<file path="src/rtl/score_disp_pkg.sv">
// Shared types and 7-segment helpers for the score display block.
// Segment patterns are active-low {g,f,e,d,c,b,a}.
package score_disp_pkg;

  typedef enum logic [1:0] {IDLE, SHIFT, LOAD} conv_state_t;

  localparam logic [6:0] SEG_BLANK = 7'h7F;

  localparam logic [6:0] SEG_LUT [10] = '{
    7'h40, 7'h79, 7'h24, 7'h30, 7'h19,
    7'h12, 7'h02, 7'h78, 7'h00, 7'h10
  };

  function automatic logic [6:0] seg_decode(input logic [3:0] d);
    return (d < 4'd10) ? SEG_LUT[d] : SEG_BLANK;
  endfunction

  function automatic longint unsigned pow10(input int n);
    longint unsigned p;
    p = 1;
    for (int i = 0; i < n; i++) p = p * 10;
    return p;
  endfunction

endpackage

</file>
<file path="src/rtl/bin2bcd_seq.sv">
// Sequential double-dabble: one shift per clock, SCORE_W shifts per conversion.
// done pulses for the single LOAD cycle while bcd holds the finished result.
module bin2bcd_seq
  import score_disp_pkg::*;
#(
  parameter int NUM_DIGITS = 4,
  parameter int SCORE_W    = 14
) (
  input  logic                    clk,
  input  logic                    clear_n,
  input  logic                    start,
  input  logic [SCORE_W-1:0]      bin,
  output logic                    busy,
  output logic                    done,
  output logic [4*NUM_DIGITS-1:0] bcd
);

  localparam int CNT_W = $clog2(SCORE_W + 1);

  conv_state_t             state;
  logic [SCORE_W-1:0]      sh;
  logic [CNT_W-1:0]        cnt;
  logic [4*NUM_DIGITS-1:0] adj;

  always_comb begin
    adj = bcd;
    for (int i = 0; i < NUM_DIGITS; i++)
      if (bcd[4*i +: 4] >= 4'd5) adj[4*i +: 4] = bcd[4*i +: 4] + 4'd3;
  end

  always_ff @(posedge clk or negedge clear_n) begin
    if (!clear_n) begin
      state <= IDLE;
      sh    <= '0;
      cnt   <= '0;
      bcd   <= '0;
      busy  <= 1'b0;
      done  <= 1'b0;
    end else begin
      case (state)
        IDLE: if (start) begin
          sh    <= bin;
          bcd   <= '0;
          cnt   <= '0;
          busy  <= 1'b1;
          state <= SHIFT;
        end
        SHIFT: begin
          // Top BCD bit always drops out as zero: the value fits NUM_DIGITS digits.
          {bcd, sh} <= {adj[4*NUM_DIGITS-2:0], sh, 1'b0};
          cnt       <= cnt + CNT_W'(1);
          if (cnt == CNT_W'(SCORE_W - 1)) begin
            done  <= 1'b1;
            state <= LOAD;
          end
        end
        LOAD: begin
          busy  <= 1'b0;
          done  <= 1'b0;
          state <= IDLE;
        end
        default: state <= IDLE;
      endcase
    end
  end

endmodule

</file>
<file path="src/rtl/score_display_scan.sv">
// Saturating score accumulator, BCD conversion hand-off and multiplexed 7-seg scan.
// Optional macro LEADING_ZERO_BLANK_EN blanks zero digits above the most significant non-zero one.
module score_display_scan
  import score_disp_pkg::*;
#(
  parameter int NUM_DIGITS = 4,
  parameter int SCORE_W    = 14,
  parameter int DELTA_W    = 4,
  parameter int PRESCALE_W = 17
) (
  input  logic                  clk,
  input  logic                  clear_n,
  input  logic                  add_valid,
  input  logic [DELTA_W-1:0]    add_delta,
  input  logic                  score_clr,
  input  logic                  disp_en,
  output logic [SCORE_W-1:0]    score,
  output logic                  saturated,
  output logic                  busy,
  output logic [6:0]            seg,
  output logic                  dp,
  output logic [NUM_DIGITS-1:0] an
);

  localparam longint unsigned DEC_MAX = pow10(NUM_DIGITS) - 64'd1;
  localparam longint unsigned BIN_MAX = (64'd1 << SCORE_W) - 64'd1;
  localparam logic [SCORE_W-1:0] MAX  = SCORE_W'((DEC_MAX < BIN_MAX) ? DEC_MAX : BIN_MAX);
  localparam int IDX_W = (NUM_DIGITS > 1) ? $clog2(NUM_DIGITS) : 1;

  logic [SCORE_W:0]        sum;
  logic [SCORE_W-1:0]      score_nxt;
  logic                    dirty;
  logic                    conv_start;
  logic                    conv_done;
  logic [4*NUM_DIGITS-1:0] conv_bcd;
  logic [4*NUM_DIGITS-1:0] disp_bcd;
  logic [PRESCALE_W-1:0]   presc;
  logic [IDX_W-1:0]        idx;
  logic [3:0]              cur_digit;
  logic [NUM_DIGITS-1:0]   blank;

  // Sum is one bit wider than the score so saturation never sees a wrapped value.
  always_comb begin
    sum       = {1'b0, score} + (SCORE_W+1)'(add_delta);
    score_nxt = score;
    if (score_clr)      score_nxt = '0;
    else if (add_valid) score_nxt = (sum > {1'b0, MAX}) ? MAX : sum[SCORE_W-1:0];
  end

  // A change landing on the same edge as a snapshot keeps dirty set, so it is reconverted.
  assign conv_start = dirty && !busy;

  always_ff @(posedge clk or negedge clear_n) begin
    if (!clear_n) begin
      score <= '0;
      dirty <= 1'b0;
    end else begin
      score <= score_nxt;
      if (score_nxt != score) dirty <= 1'b1;
      else if (conv_start)    dirty <= 1'b0;
    end
  end

  assign saturated = (score == MAX);
  assign dp        = 1'b1;

  bin2bcd_seq #(
    .NUM_DIGITS (NUM_DIGITS),
    .SCORE_W    (SCORE_W)
  ) u_bcd (
    .clk     (clk),
    .clear_n (clear_n),
    .start   (conv_start),
    .bin     (score),
    .busy    (busy),
    .done    (conv_done),
    .bcd     (conv_bcd)
  );

  always_ff @(posedge clk or negedge clear_n) begin
    if (!clear_n)       disp_bcd <= '0;
    else if (conv_done) disp_bcd <= conv_bcd;
  end

  always_ff @(posedge clk or negedge clear_n) begin
    if (!clear_n) begin
      presc <= '0;
      idx   <= '0;
    end else begin
      presc <= presc + PRESCALE_W'(1);
      if (&presc) idx <= (idx == IDX_W'(NUM_DIGITS - 1)) ? '0 : idx + IDX_W'(1);
    end
  end

  assign cur_digit = disp_bcd[4*idx +: 4];

`ifdef LEADING_ZERO_BLANK_EN
  logic nz;
  always_comb begin
    blank = '0;
    nz    = 1'b0;
    for (int i = NUM_DIGITS - 1; i > 0; i--) begin
      nz       = nz | (disp_bcd[4*i +: 4] != 4'd0);
      blank[i] = !nz;
    end
  end
`else
  assign blank = '0;
`endif

  // seg and an share one register stage so a digit switch never shows the old pattern.
  always_ff @(posedge clk or negedge clear_n) begin
    if (!clear_n) begin
      seg <= SEG_BLANK;
      an  <= '1;
    end else begin
      seg <= blank[idx] ? SEG_BLANK : seg_decode(cur_digit);
      an  <= disp_en ? ~(NUM_DIGITS'(1) << idx) : '1;
    end
  end

endmodule

</file>
<file path="config.mk">
export PLATFORM = sky130hd
export DESIGN_NAME = score_display_scan
export DESIGN_NICKNAME = d
export VERILOG_FILES = /design/src/rtl/score_disp_pkg.sv /design/src/rtl/bin2bcd_seq.sv /design/src/rtl/score_display_scan.sv
export SDC_FILE = /design/constraint.sdc
export NUM_CORES = 1
export LEC_CHECK = 0
export BUFFER_PORTS_ARGS = -buffer_cell sky130_fd_sc_hd__buf_2
export CELL_PAD_IN_SITES_DETAIL_PLACEMENT = 0
export CELL_PAD_IN_SITES_GLOBAL_PLACEMENT = 1
export CORE_MARGIN = 1
export CORE_UTILIZATION = 40
export CTS_BUF_LIST = sky130_fd_sc_hd__clkbuf_4
export DETAILED_ROUTE_END_ITERATION = 7
export MAX_ROUTING_LAYER = met4
export PLACE_DENSITY_LB_ADDON = 0.1
export SETUP_SLACK_MARGIN = 0.1
export SLEW_MARGIN = 20
export SYNTH_ARGS = -nofsm -noshare
export SYNTH_HDL_FRONTEND = slang
export SYNTH_SLANG_ARGS = --single-unit
</file>
<file path="constraint.sdc">
create_clock -name clk -period 3.3 [get_ports clk]
set_input_delay 0.33 -clock clk [delete_from_list [all_inputs] [get_ports clk]]
set_output_delay 0.33 -clock clk [all_outputs]
set_load 0.03 [all_outputs]
</file>
==> impl_results.html <==
<table>
<tr><th>Metric</th><th>Value</th></tr>
<tr><th colspan="2">CTS</th></tr>
<tr><td>CTS HTree Levels</td><td>3</td></tr>
<tr><td>Max Root-Sink Buffers</td><td>2</td></tr>
<tr><td>Clock tree root buffer cell</td><td>sky130_fd_sc_hd__clkbuf_4</td></tr>
<tr><td>Post-CTS clock slew at the launch and capture registers of the worst setup and hold paths</td><td>around 0.15 ns</td></tr>
<tr><td>Clk Latency, worst-skew pair</td><td>roughly 0.45 ns</td></tr>
<tr><td>Clock tree from TritonCTS</td><td>done</td></tr>
<tr><td>TritonCTS Buffers</td><td>9</td></tr>
<tr><td># clock sinks</td><td>a little under 100</td></tr>
<tr><th colspan="2">Critical path</th></tr>
<tr><td>Worst-path fanout max</td><td>13</td></tr>
<tr><td>Cell depth of the worst flop-to-flop path</td><td>12</td></tr>
<tr><td>Data arrival time at the worst-slack endpoint</td><td>between 3 and 4 ns</td></tr>
<tr><td>Kind of launch point of the worst setup path</td><td>flop</td></tr>
<tr><td>Slack of the worst reg-to-reg path</td><td>0.23 ns</td></tr>
<tr><td>Crit end category</td><td>flop</td></tr>
<tr><td>WS Path Type</td><td>reg2reg</td></tr>
<tr><td>Critical R2R Capture</td><td>score[0]</td></tr>
<tr><td>RR Startpoint</td><td>score[0]</td></tr>
<tr><td>Worst endpoint required time</td><td>~3.7 ns</td></tr>
<tr><th colspan="2">Logic synthesis</th></tr>
<tr><td>Count of flip-flops with a built-in enable after synthesis</td><td>0</td></tr>
<tr><td>Yosys synthesis warning count</td><td>0</td></tr>
<tr><td>Cell count after synthesis</td><td>between 500 and 600</td></tr>
<tr><td>Largest cells by area after synthesis</td><td>sky130_fd_sc_hd__dfrtp_1 (40%), sky130_fd_sc_hd__ha_1 (5.7%), sky130_fd_sc_hd__nand2_1 (5.4%), sky130_fd_sc_hd__dfstp_2 (5.3%), sky130_fd_sc_hd__mux2_2 (3.5%)</td></tr>
<tr><td>Area share of the largest cell type after synthesis</td><td>around two fifths</td></tr>
<tr><td>Mean instance size in the synthesized netlist</td><td>~9.8 um^2</td></tr>
<tr><td>Most area-hungry cell type in the Yosys netlist</td><td>sky130_fd_sc_hd__dfrtp_1</td></tr>
<tr><td>Proportion of register bits with asynchronous set or reset after synthesis</td><td>between 90% and 100%</td></tr>
<tr><td>Most frequent cells after synthesis</td><td>sky130_fd_sc_hd__dfrtp_1 (88), sky130_fd_sc_hd__nand2_1 (79), sky130_fd_sc_hd__nor2_1 (38)</td></tr>
<tr><td>Top_reg_cell synth</td><td>sky130_fd_sc_hd__dfrtp_1</td></tr>
<tr><td>Number of storage elements in the synthesis netlist</td><td>around 100</td></tr>
<tr><td>Count of cell types in the netlist</td><td>74</td></tr>
<tr><td>Count leader, synth</td><td>sky130_fd_sc_hd__dfrtp_1</td></tr>
<tr><td>Number of nets produced by synthesis</td><td>~590</td></tr>
<tr><td>Portion of the post-synthesis area used by sequential elements</td><td>between 40% and 50%</td></tr>
<tr><td>Post-synthesis instance area</td><td>approximately 5500 um^2</td></tr>
<tr><th colspan="2">Die</th></tr>
<tr><td>I/O pin total</td><td>37</td></tr>
<tr><td>Core Region</td><td>roughly 13,000 um^2</td></tr>
<tr><td>Total Die Area</td><td>about 14,000 um^2</td></tr>
<tr><td>Y dimension of the die</td><td>approximately 120 um</td></tr>
<tr><td>Cell Rows</td><td>42</td></tr>
<tr><td>Starting Density</td><td>roughly two fifths</td></tr>
<tr><td>Chip Width</td><td>119 um</td></tr>
<tr><th colspan="2">Place</th></tr>
<tr><td>Placed Instance Area</td><td>between 5000 and 6000 um^2</td></tr>
<tr><td>Port Buffer Count</td><td>35</td></tr>
<tr><td>Cell count after placement</td><td>between 700 and 800</td></tr>
<tr><td>HPWL reported at the end of detailed placement</td><td>around 9 mm</td></tr>
<tr><td>GP Congestion</td><td>~0.9</td></tr>
<tr><th colspan="2">Global route</th></tr>
<tr><td>Wire length of the first global-routing pass</td><td>around 22 mm</td></tr>
<tr><td>Remaining global-route overflow</td><td>0</td></tr>
<tr><td>Global routing usage summed across all routing layers</td><td>a little over 20%</td></tr>
<tr><td>Largest net degree at the start of global routing</td><td>between 60 and 70</td></tr>
<tr><td>Vias in the first global route</td><td>4,275</td></tr>
<tr><td>Antenna violations before repair</td><td>0</td></tr>
<tr><th colspan="2">Drt</th></tr>
<tr><td>Vias per std cell</td><td>5.48</td></tr>
<tr><td>Routed WL</td><td>between 10 and 15 mm</td></tr>
<tr><td>DRC violations left</td><td>0</td></tr>
<tr><td>Remaining antenna violation count after routing</td><td>0</td></tr>
<tr><td>First-pass iteration count of the detailed router</td><td>4</td></tr>
<tr><td>Average wire per cell in the routed design</td><td>around 17 um</td></tr>
<tr><td>Detailed router's first-iteration violation count</td><td>between 200 and 250</td></tr>
<tr><td>Vias</td><td>roughly 4,300</td></tr>
<tr><th colspan="2">Status</th></tr>
<tr><td>Result of the run</td><td>completed</td></tr>
<tr><th colspan="2">Timing</th></tr>
<tr><td>Setup-violating endpoint count in the final report</td><td>0</td></tr>
<tr><td>Final worst path period share</td><td>93.1%</td></tr>
<tr><td>Setup Skew</td><td>approximately 0.015 ns</td></tr>
<tr><td>Final critical path time including I/O delays and setup</td><td>3.07 ns</td></tr>
<tr><td>Max-slew headroom at the worst pin</td><td>53.2%</td></tr>
<tr><td>Unrepaired setup endpoints after global routing</td><td>no</td></tr>
<tr><td>Maximum achievable frequency</td><td>~330 MHz</td></tr>
<tr><td>Hold violation count in the final report</td><td>0</td></tr>
<tr><td>Worst-margin pin slew</td><td>0.702 ns</td></tr>
<tr><td>Final count of pins violating max slew</td><td>0</td></tr>
<tr><td>Accumulated negative setup slack</td><td>0 ns</td></tr>
<tr><th colspan="2">Cells and area</th></tr>
<tr><td>Layout area overhead</td><td>12.4%</td></tr>
<tr><td>Number of standard cells in the final layout excluding fillers</td><td>a little under 800</td></tr>
<tr><td>Core utilization of the finished layout</td><td>a little under half</td></tr>
<tr><td>Share of final-layout standard cells stronger than drive strength 1</td><td>between 20 and 25%</td></tr>
<tr><td>Final instance area</td><td>6160 um^2</td></tr>
<tr><td>Antenna Cells</td><td>0</td></tr>
<tr><td>Final #Nets</td><td>637</td></tr>
<tr><th colspan="2">Worst hold path</th></tr>
<tr><td>Worst hold path endpoint</td><td>score[12]</td></tr>
<tr><td>Hold Path Depth</td><td>2</td></tr>
<tr><td>Source of the worst hold timing path</td><td>score_clr</td></tr>
<tr><td>Worst hold path type</td><td>in2reg</td></tr>
<tr><th colspan="2">Job</th></tr>
<tr><td>Count of maximum capacitance violations</td><td>0</td></tr>
<tr><th colspan="2">Power</th></tr>
<tr><td>Design Power</td><td>approximately 0.0037 W</td></tr>
<tr><td>Ratio of total power to cell area</td><td>~600 nW/um^2</td></tr>
<tr><td>Peak supply drop</td><td>0.232 mV</td></tr>
<tr><td>Static power due to leakage</td><td>~2.8 nW</td></tr>
</table>
-- critical path: stages, from the launching register on --
cell                        delay [ns]
sky130_fd_sc_hd__dfrtp_1          0.38
sky130_fd_sc_hd__ha_1             0.21
sky130_fd_sc_hd__inv_1            0.07
sky130_fd_sc_hd__fa_1             0.42
sky130_fd_sc_hd__nand2b_2         0.24
sky130_fd_sc_hd__a21o_1           0.24
sky130_fd_sc_hd__and2_1           0.21
sky130_fd_sc_hd__a221oi_4         0.32
sky130_fd_sc_hd__nand4bb_4        0.24
sky130_fd_sc_hd__o21ai_4          0.07
sky130_fd_sc_hd__buf_12           0.15
sky130_fd_sc_hd__buf_4            0.15
sky130_fd_sc_hd__a311oi_2         0.27
-- per-stage QoR --
step | worst slack, ns | hold WS (ns)
3_3_place_gp | 0.102 | 0.334
2_1_floorplan | 0.147 | 0.0344
3_5_place_dp | 0.0379 | 0.338
4_1_cts | 0.188 | 0.310
5_1_grt | 0.0748 | 0.332
6_report | 0.227 | 0.359
-- report_power, final --
group | switching (W) | internal [W]
Clock | 0.000408 | 0.000247
Combinational | 0.000763 | 0.000521
Sequential | 0.000228 | 0.00152
Total | 0.00140 | 0.00229
-- area by class of cell --
cell class                      count  area [um^2]
Timing Repair Buffer               64          425
Inverter                           27          101
Clock buffer                       11         82.6
Multi-Input combinational cell    401         2790
Tap cell                          176          220
Sequential cell                    99         2490
Clock inverter                      5         52.6
Fill cell                        1282         7140
-- layer usage --
metal	global-route usage (%)	part of all wire, %
met5	-	0
met4	6.96	1.6
met3	3.54	3.3
met2	32.4	48
met1	26.1	47
-- flip-flops by register name, indices dropped and copies added (netlist names) --
name and flops:
an 4, dirty 1, disp_bcd 16, idx 2, presc 17, score 14
seg 7, u_bcd.bcd 16, u_bcd.busy 1, u_bcd.cnt 4, u_bcd.done 1, u_bcd.sh 14
u_bcd.state 2
-- how the worst max path moves through the flow --
stage,startpoint,to,slack (ns),cells past startpoint
after floorplan,score[0],score[1],0.15,10
after global routing,score[0],score[0],0.07,12
after global placement,add_delta[0],score[8],0.10,12
after CTS,score[0],score[0],0.19,11
final,score[0],score[0],0.23,12
after detailed placement,add_delta[0],score[8],0.04,12
-- cells by family after synthesis --
| family | Yosys count | synth area share (%) |
|---|---|---|
| simple gates | 194 | 16.9 |
| compound gates | 132 | 17.8 |
| flops | 99 | 45.4 |
| buf+inv | 59 | 4.45 |
| fa+ha+maj | 26 | 6.07 |
| xor+xnor | 25 | 3.99 |
| mux | 23 | 5.27 |
| other cells | 1 | 0.0684 |
-- cell usage in the layout (no fill, tap or decap), drive strengths merged, types with 3 or more instances in the layout --
cell type / count
and3: 9
buf: 62
mux4: 3
a21oi: 30
o22ai: 11
nand2b: 8
mux2: 17
o21a: 4
and2: 4
a31oi: 6
nand3: 18
clkbuf: 11
a211oi: 5
inv: 27
xnor2: 13
nor3: 8
a311oi: 6
o21ai: 25
mux2i: 3
a21o: 4
nand2: 79
dfrtp: 88
dfstp: 11
o32ai: 5
clkinv: 4
xor2: 12
ha: 25
nor4: 4
nor2: 40
a22oi: 15
a41oi: 3
nand4: 9
or2: 3
-- timing repair --
item                                   in CTS  in global routing
endpoints found under the hold margin      30                  0
setup endpoints to repair                   1                  5
hold buffers                                2                  0
pin swaps                                   1                  3
buffers inserted                            4                  0
gates resized for setup                     0                  3
Note: power is estimated with default switching activity, not from simulation.
